<file path="config.mk">
export PLATFORM = sky130hd
export DESIGN_NAME = fetch_fifo
export DESIGN_NICKNAME = d
export VERILOG_FILES = /design/src/rtl/tortoise_pkg.sv /design/src/rtl/fetch_fifo.sv
export SDC_FILE = /design/constraint.sdc
export NUM_CORES = 1
export LEC_CHECK = 0
export ABC_AREA = 0
export CELL_PAD_IN_SITES_DETAIL_PLACEMENT = 0
export CELL_PAD_IN_SITES_GLOBAL_PLACEMENT = 1
export CORE_ASPECT_RATIO = 0.6
export CORE_MARGIN = 4
export CORE_UTILIZATION = 45
export CTS_CLUSTER_DIAMETER = 60
export CTS_CLUSTER_SIZE = 8
export DETAILED_ROUTE_END_ITERATION = 6
export GPL_TIMING_DRIVEN = 0
export PLACE_DENSITY_LB_ADDON = 0.1
export SLEW_MARGIN = 20
export SYNTH_ARGS = -nofsm -noshare
export SYNTH_HDL_FRONTEND = slang
export SYNTH_SLANG_ARGS = --single-unit
</file>
<file path="constraint.sdc">
create_clock -name clk_i -period 7.23 [get_ports clk_i]
set_clock_uncertainty 0.1 [all_clocks]
set_input_delay 1.0845 -clock clk_i [delete_from_list [all_inputs] [get_ports clk_i]]
set_output_delay 1.0845 -clock clk_i [all_outputs]
set_load 0.05 [all_outputs]
</file>
<file path="src/rtl/tortoise_pkg.sv">
// Shared core types for the tortoise pipeline: fetch entry records, exception and
// branch-prediction sidebands, and sizing constants used at instantiation.
package tortoise_pkg;

  localparam int unsigned XLEN             = 32;
  localparam int unsigned ILEN             = 32;
  localparam int unsigned FETCH_FIFO_DEPTH = 4;

  typedef enum logic [3:0] {
    INSTR_ADDR_MISALIGNED = 4'd0,
    INSTR_ACCESS_FAULT    = 4'd1,
    ILLEGAL_INSTR         = 4'd2,
    BREAKPOINT            = 4'd3,
    LOAD_ADDR_MISALIGNED  = 4'd4,
    LOAD_ACCESS_FAULT     = 4'd5,
    STORE_ADDR_MISALIGNED = 4'd6,
    STORE_ACCESS_FAULT    = 4'd7,
    ENV_CALL_UMODE        = 4'd8,
    ENV_CALL_SMODE        = 4'd9,
    ENV_CALL_MMODE        = 4'd11,
    INSTR_PAGE_FAULT      = 4'd12,
    LOAD_PAGE_FAULT       = 4'd13,
    STORE_PAGE_FAULT      = 4'd15
  } exc_cause_e;

  typedef struct packed {
    logic            valid;
    exc_cause_e      cause;
    logic [XLEN-1:0] tval;
  } exception_t;

  typedef struct packed {
    logic            taken;
    logic [XLEN-1:0] target;
  } branch_predict_t;

  typedef struct packed {
    logic            valid;
    logic [XLEN-1:0] pc;
    logic [ILEN-1:0] instr;
    logic            is_compressed;
    branch_predict_t predict;
    exception_t      ex;
  } fetch_entry_t;

  // All-zero entry, presented to the decoder whenever nothing is buffered.
  function automatic fetch_entry_t fetch_entry_blank();
    fetch_entry_t e;
    e = '0;
    return e;
  endfunction

endpackage

</file>
<file path="src/rtl/fetch_fifo.sv">
// Instruction buffer between fetch and decode: circular buffer with registered
// occupancy, one-cycle latency (no fall-through) and single-cycle flush.
module fetch_fifo
  import tortoise_pkg::*;
#(
  parameter int unsigned DEPTH = FETCH_FIFO_DEPTH,
  parameter int unsigned PTR_W = $clog2(DEPTH)
) (
  input  logic         clk_i,
  input  logic         rst_i,
  input  logic         flush_i,
  input  fetch_entry_t fetch_i,
  output logic         fetch_ready_o,
  output fetch_entry_t decode_o,
  input  logic         decode_ack_i,
  output logic [PTR_W:0] count_o
);

  localparam logic [PTR_W:0]   CountFull = (PTR_W+1)'(DEPTH);
  localparam logic [PTR_W-1:0] PtrOne    = PTR_W'(1);

  fetch_entry_t   mem_q [DEPTH];
  logic [PTR_W-1:0] rd_ptr_q, rd_ptr_d;
  logic [PTR_W-1:0] wr_ptr_q, wr_ptr_d;
  logic [PTR_W:0]   count_q, count_d;

  logic not_empty;
  logic push;
  logic pop;

  assign not_empty     = (count_q != '0);
  // Ready is purely registered so there is no path from decode_ack_i back to fetch.
  assign fetch_ready_o = (count_q != CountFull);
  assign count_o       = count_q;

  assign push = fetch_i.valid & fetch_ready_o & ~flush_i;
  assign pop  = decode_ack_i & not_empty & ~flush_i;

  always_comb begin
    rd_ptr_d = rd_ptr_q;
    wr_ptr_d = wr_ptr_q;
    count_d  = count_q;
    if (flush_i) begin
      rd_ptr_d = '0;
      wr_ptr_d = '0;
      count_d  = '0;
    end else begin
      if (push) wr_ptr_d = wr_ptr_q + PtrOne;
      if (pop)  rd_ptr_d = rd_ptr_q + PtrOne;
      unique case ({push, pop})
        2'b10:   count_d = count_q + 1'b1;
        2'b01:   count_d = count_q - 1'b1;
        default: count_d = count_q;
      endcase
    end
  end

  always_ff @(posedge clk_i) begin
    if (rst_i) begin
      rd_ptr_q <= '0;
      wr_ptr_q <= '0;
      count_q  <= '0;
    end else begin
      rd_ptr_q <= rd_ptr_d;
      wr_ptr_q <= wr_ptr_d;
      count_q  <= count_d;
    end
  end

  // Storage needs no reset: the head is only exposed while count is non-zero.
  always_ff @(posedge clk_i) begin
    if (push) begin
      mem_q[wr_ptr_q] <= fetch_i;
    end
  end

  always_comb begin
    decode_o = fetch_entry_blank();
    if (not_empty) begin
      decode_o       = mem_q[rd_ptr_q];
      decode_o.valid = 1'b1;
    end
  end

  a_count_bound : assert property (@(posedge clk_i) disable iff (rst_i)
    count_q <= CountFull);

  a_no_push_full : assert property (@(posedge clk_i) disable iff (rst_i)
    !(push && (count_q == CountFull)));

  // count == DEPTH has zero low bits, so the full case also reduces to rd == wr.
  a_ptr_consistent : assert property (@(posedge clk_i) disable iff (rst_i)
    PTR_W'(rd_ptr_q + count_q[PTR_W-1:0]) == wr_ptr_q);

endmodule

</file>
# After elaboration in Yosys (flattened, before gate mapping)

Memory sizes are Yosys's and may differ from the RTL's. A register that Yosys moved wholly into a read port is not among the register bits.
Cells that the tools add are included.
W data, S select, Z words.

Output and inout bits: 140
Memories kept: 1
Input port bits: 140
Bits in registers: 7
Memory bits (writable): 544

Memories:

| memory | depth | bits a word | rd ports | clocked after Yosys merged registers in | wr ports | RTL line         | text |
|---|---|---|---|---|---|---|---|
| mem_q  | 4     | 136         | 1        | 1                                       | 1        | fetch_fifo.sv:22 | `fetch_entry_t mem_q [DEPTH];` |

Bitwise operators: 5
Add/sub/neg operators: 4
Reductions and logical operators: 3
Muxes and demuxes: 6
Equality and inequality tests: 3

Operators with widths:

| operator              | number |
|---|---|
| $mux W136             | 1 |
| $pmux W3 S2           | 1 |
| $add A2 B1 Y2 const B | 2 |
| $and A1 B1 Y1         | 4 |
| $mux W2               | 2 |
| $add A3 B1 Y3 const B | 1 |
| $ne A3 B3 Y1 const B  | 1 |
| $reduce_bool A3 Y1    | 1 |
| $sub A3 B1 Y3 const B | 1 |
| $eq A2 B1 Y1 const B  | 1 |
| $eq A2 B2 Y1 const B  | 1 |
| $mux W1               | 2 |
| $reduce_bool A2 Y1    | 1 |
| $reduce_or A2 Y1      | 1 |
| $not A1 Y1            | 1 |

# Depth between registers and ports, before layout

Gate-level depths: netlist (run 1).

Depth after elaboration: 5
Mapped depth: 10
Gate-level depth less buffers: 9

# Worst setup path before layout (run 1)

No wires, ideal clock.

Path kind: in2reg
Start point: input fetch_i[135] (netlist bit)
End point: memory mem_q[0][0] (netlist bit) (enable)
Data required time: 6.619 ns
Slack: 2.039 ns
Cell stages on the path: 2
Path buffers: 0
Arrival: 4.580 ns
Cells stage by stage: nor2b_1 -> and3_1

Cells in the longest elaborated chain, start to end: 4

Ends and longest elaborated chain:

| what                          | RTL line         | text |
|---|---|---|
| start, declared               | fetch_fifo.sv:12 | `input fetch_entry_t fetch_i,` |
| $and A1 B1 Y1 (2 in series)   | fetch_fifo.sv:36 | `assign push = fetch_i.valid & fetch_ready_o & ~flush_i;` |
| $mux W1                       | fetch_fifo.sv:72 | `if (push) begin` |
| $mux W1 (implied by the code) | fetch_fifo.sv:73 | `mem_q[wr_ptr_q] <= fetch_i;` |
| end, declared                 | fetch_fifo.sv:22 |  |

Every way passes these cells.

==> results.toml, run 1 <==
[sta]
timing.fmax_mhz = 213
tightestPinTransition_ns = 0.698
fin_crit_sh = 0.650
period_minus_slack_ns = 4.70
hold_viol = 0
slew_headroom = 0.535
slew_viol_final = 0
layout_setup_ws_ns = 2.53
rsz0062_at_grt = "no"
setup-violations-final = 0

[routing]
first_pass_iters = 5
postRouteAntennaNets = 0
via_count = 9984
drc = 0
wl_per_cell_um = 22.5
routed_wl_um = 43200
viasPerCell = 5.19
drtIter0Drc = 605

[cells_and_area]
nets = 1429
finalNonFillerCells = 1922
area_growth_pct = 28.5
drive_gt1_frac = 0.201
n_fill_cell = 3393
final_cell_mix = "edfxtp_1 (540), clkdlybuf4s50_1 (279), and2_1 (136)"
final_common_cell = "edfxtp_1"

[run]
drv_cap = 0

[place]
pre_cts_ws_ns = 3.03
portBuffers = 279
dp_hpwl_um = 27700
place_inst = 1823
place_congestion = 0.692

[outcome]
status = "finished clean"

[power]
power_density_mw_per_mm2 = 263
peakVddDrop_mv = 0.192
p_total_mw = 7.05
p_leak_nw = 8.48

[yosys]
avgSynthCellArea_um2 = 22.9
synth_cells = 911
synth-seq-cells = 549
ys_types = 26
synth_fp_nets = 1057
yosys_warnings = 0
syn_area_mm2 = 0.0208
synth_seq_area_share = 0.787

[setup_path]
reg2reg_to = "mem_q[0][124]"
crit_fanout = 10
r2r_setup_slack_ns = 4.47
required_ns = 6.05
arrival_ns = 3.51
end_kind = "primary output"
r2r_cells = 6
r2r_start = "count_o[0]"
critPathLaunchType = "flip-flop"
crit_type = "reg -> out"

[grt]
grt_max_degree = 44
antenna_found_initial = 5
grt-ovfl-total = 0
grt_pass1_vias = 10724
gr-usage-all-layers = 0.176
grt_pass1_wl_um = 66100

[min_path]
holdPathStages = 2
hold_end = "rd_ptr_q[0]"
hp-start = "rd_ptr_q[0]"
hold_path_class = "reg -> reg"

[floorplan]
core_area_mm2 = 0.0453
initial_core_util = 0.460
die_w_um = 286
row_count = 60
die_h_um = 175
die-area_mm2 = 0.0499
ios = 280

[clock_network]
clk-insertion-delay-late_ns = 0.58
cts_buffers = 78
cts-root-buf = "clkbuf_16"
post_cts_buffers = 0
htree_num_levels = 3
cts.clk_slew.worst_paths_ns = 0.05
cts_num_sinks = 549
cts_resized = 0
holdBufCountCts = 0
ctsLongestPathBuffers = 3
cts_tree = "built"
## area by class of cell
type	instances	area, um2	share of cell area
Sequential cell	549	16400	0.612
Buffer	48	258	0.00962
Antenna cell	1	2.50	0.0000934
Inverter	6	22.5	0.000841
Multi-Input combinational cell	308	4180	0.156
Tap cell	620	776	0.0290
Clock buffer	93	2010	0.0750
Clock inverter	5	62.6	0.00234
Timing Repair Buffer	292	3080	0.115
## cells by family (layout without fill, tap and decap cells)
group                    after synthesis  count (layout)  synth area share
flip-flops                           549             549             0.787
AND/OR/NAND/NOR                      155             155            0.0456
multiplexers                         135             135             0.146
buffers and inverters                 54             444            0.0135
AO/OA/AOI/OAI                          8               8           0.00246
adder cells (fa/ha/maj)                6               6           0.00396
XOR/XNOR                               4               4           0.00168
other                                  0               1                 0
## where the power goes
part	switching (mW)	internal [mW]
registers	0.00975	3.55
clock network	1.20	1.92
logic	0.204	0.167
total	1.41	5.64
## Yosys cell counts
| cell type | number | share of area |
|---|---|---|
| and2_1 | 136 | 0.041 |
| a21o_1 | 1 | 0.00036 |
| and3_1 | 4 | 0.0012 |
| fa_1 | 1 | 0.00096 |
| buf_2 | 17 | 0.0041 |
| ha_1 | 5 | 0.0030 |
| mux4_2 | 135 | 0.15 |
| nor2b_1 | 1 | 0.00030 |
| nand3_1 | 1 | 0.00024 |
| inv_1 | 6 | 0.0011 |
| edfxtp_1 | 540 | 0.78 |
| xor2_1 | 4 | 0.0017 |
| o21ai_0 | 1 | 0.00024 |
| nor2_1 | 8 | 0.0014 |
| buf_1 | 3 | 0.00054 |
| clkbuf_1 | 20 | 0.0036 |
| or2_2 | 1 | 0.00030 |
| nand4_1 | 1 | 0.00030 |
| or3_1 | 2 | 0.00060 |
| o311ai_0 | 1 | 0.00042 |
| o31ai_1 | 2 | 0.00072 |
| dfxtp_1 | 9 | 0.0086 |
| buf_4 | 1 | 0.00036 |
| or3b_1 | 1 | 0.00042 |
| buf_6 | 7 | 0.0038 |
| a21oi_1 | 3 | 0.00072 |
## flip-flops by register name, summed over array words and instances (netlist names), named ones only
signal	cells
wr_ptr_q	2
mem_q	540
rd_ptr_q	2
count_o	3
## how the worst max path moves through the flow
stage                  from             to  slack (ns)  cells after the start
2_1_floorplan  fetch_i[135]    mem_q[0][0]        2.04                      2
5_1_grt          count_o[1]  decode_o[101]        2.26                      6
3_5_place_dp     count_o[1]  decode_o[124]        3.03                      6
6_report         count_o[0]  decode_o[118]        2.53                      6
4_1_cts          count_o[1]  decode_o[124]        2.37                      6
3_3_place_gp        flush_i  mem_q[0][120]       -1.27                      3
## layer usage
metal / vias to the layer above / global-route usage / part of all wire
li1: 4470 / - / -
met1: 5194 / 0.239 / 0.42
met2: 252 / 0.286 / 0.50
met3: 62 / 0.0443 / 0.059
met4: 6 / 0.0474 / 0.016
met5: - / 0 / 0.00095
## critical path: stages (launching register included)
cell and delay [ns]:
dfxtp_1 0.47, or3_1 0.15, buf_2 0.28, clkbuf_1 0.55, clkbuf_1 0.44, and2_1 0.22
clkdlybuf4s50_1 0.81
## metrics by stage
stage | setup TNS, ns | utilization | area, um2 | hold slack, ns
2_1_floorplan | 0 | - | 20800 | 0.385
3_3_place_gp | -645.11 | 0.539 | 24400 | 0.408
3_5_place_dp | 0 | 0.546 | 24700 | 0.420
4_1_cts | 0 | 0.592 | 26800 | 0.435
5_1_grt | 0 | 0.592 | 26800 | 0.488
6_report | 0 | 0.592 | 26800 | 0.433
(Power assumes the default switching activity.)
==> run 2: changes to the inputs <==
Clock period 7.23 ns to 4.82 ns, I/O delays scaled along.
==> run 2 against run 1 <==
Compared with the run above:
- power is 51% higher
- combinational power increased by 51%
- register-to-register slack worse by 2.2 ns
- largest cell class unchanged
- global-route usage is 0.20 points higher
- highest routed layer unchanged
==> results.toml, run 2 (same netlist as run 1, synthesis figures left out) <==
[clock_network]
holdBufCountCts = 0
cts_buffers = 78
clk-insertion-delay-late_ns = 0.58
cts_tree = "built"
htree_num_levels = 3
ctsLongestPathBuffers = 3
cts.clk_slew.worst_paths_ns = 0.05
post_cts_buffers = 0
cts_resized = 0
cts-root-buf = "clkbuf_16"
cts_num_sinks = 549

[routing]
wl_per_cell_um = 22.8
drtIter0Drc = 663
first_pass_iters = 5
routed_wl_um = 43800
viasPerCell = 5.19
postRouteAntennaNets = 0
via_count = 9986
drc = 0

[sta]
period_minus_slack_ns = 4.36
tightestPinTransition_ns = 0.695
layout_setup_ws_ns = 0.456
rsz0062_at_grt = "no"
fin_crit_sh = 0.905
slew_headroom = 0.537
timing.fmax_mhz = 229
hold_viol = 0
setup-violations-final = 0
slew_viol_final = 0

[min_path]
hp-start = "rd_ptr_q[1]"
hold_end = "rd_ptr_q[1]"
holdPathStages = 2
hold_path_class = "reg -> reg"

[place]
place_congestion = 0.696
dp_hpwl_um = 28500
pre_cts_ws_ns = 0.982
portBuffers = 279

[floorplan]
die-area_mm2 = 0.0499
die_w_um = 286
die_h_um = 175
initial_core_util = 0.460
ios = 280
row_count = 60
core_area_mm2 = 0.0453

[setup_path]
slowest_stage = "clkdlybuf4s50_1"
r2r_start = "count_o[2]"
crit_type = "reg -> out"
r2r_cells = 10
max_stage_delay_ns = 0.84
critPathLaunchType = "flip-flop"
required_ns = 4.00
end_kind = "primary output"
arrival_ns = 3.54
crit_path_cell_trace = "or3_1, buf_2, clkbuf_1, clkbuf_1, and2_1, clkdlybuf4s50_1"
r2r_setup_slack_ns = 2.25
crit_fanout = 10
reg2reg_to = "count_o[2]"
critPathMostFrequentCell = "clkbuf_1"

[grt]
grt_pass1_wl_um = 67100
gr-usage-all-layers = 0.178
grt_pass1_vias = 10843
antenna_found_initial = 5
met2_usage = 0.292
met1_usage = 0.239
grt_max_degree = 47
busiest_layer = "met2"
grtUsageMet3 = 0.0429
grt-ovfl-total = 0

[cells_and_area]
area_growth_pct = 28.7
top_register = "mem_q"
post-route-util = 0.592
nets = 1429
final_cell_mix = "edfxtp_1 (540), clkdlybuf4s50_1 (279), and2_1 (136)"
drive_gt1_frac = 0.201
largest_reg_flops = 540
final_common_cell = "edfxtp_1"

[run]
drv_cap = 0

[power]
power_density_mw_per_mm2 = 396
p_leak_nw = 8.50
peakVddDrop_mv = 0.308

[outcome]
status = "finished clean"
-- run 2: changes by cell type in the layout (fill, tap and decap cells not counted), sizes merged --
cell    before  now
clkbuf     113  114
inv          7    8
clkinv       4    3
-- run 2: layout make-up --
type,count,area (um2)
Timing Repair Buffer,292,3100
Tap cell,620,776
Buffer,48,258
Multi-Input combinational cell,308,4180
Clock buffer,94,2030
Sequential cell,549,16400
Antenna cell,1,2.50
Inverter,6,22.5
Clock inverter,5,55.1
Fill cell,3330,18400
-- run 2: per-stage QoR --
stage / instance area (um2) / std cells / power [mW] / hold slack (ns) / setup TNS [ns]
CTS: 26800 / 1922 / 10.8 / 0.439 / 0
detailed placement: 24700 / 1823 / 6.00 / 0.428 / 0
finish: 26800 / 1923 / 10.6 / 0.427 / 0
floorplan: 20800 / 911 / 5.70 / 0.385 / 0
global placement: 24400 / 1810 / 5.99 / 0.407 / -203.17
global route: 26800 / 1923 / 11.0 / 0.468 / 0
-- run 2: routing by layer --
metal	share of wire	up-vias
li1	-	4462
met1	0.42	5183
met2	0.50	247
met3	0.053	86
met4	0.022	8
met5	0.0011	-
-- run 2: how the worst max path moves through the flow --
stage	from	endpoint	slack, ns
after floorplan	count_o[0]	mem_q[0][0]	1.34
after global placement	flush_i	mem_q[0][119]	-0.43
after detailed placement	count_o[0]	decode_o[120]	0.98
after CTS	count_o[0]	decode_o[120]	0.36
after global routing	count_o[0]	decode_o[120]	0.24
final	count_o[0]	decode_o[94]	0.46
-- run 2: worst max-delay path: cells and delay by family, from the launching register on --
| family | cells | cell delay (ns) |
|---|---|---|
| AND/OR/NAND/NOR | 2 | 0.37 |
| flip-flops | 1 | 0.45 |
| buffers and inverters | 4 | 2.11 |
-- run 2: power breakdown --
group	leakage [nW]	total [mW]	switching (mW)	internal [mW]
combinational	2.51	0.560	0.308	0.252
clock	1.02	4.73	1.81	2.92
sequential	4.98	5.34	0.0146	5.33
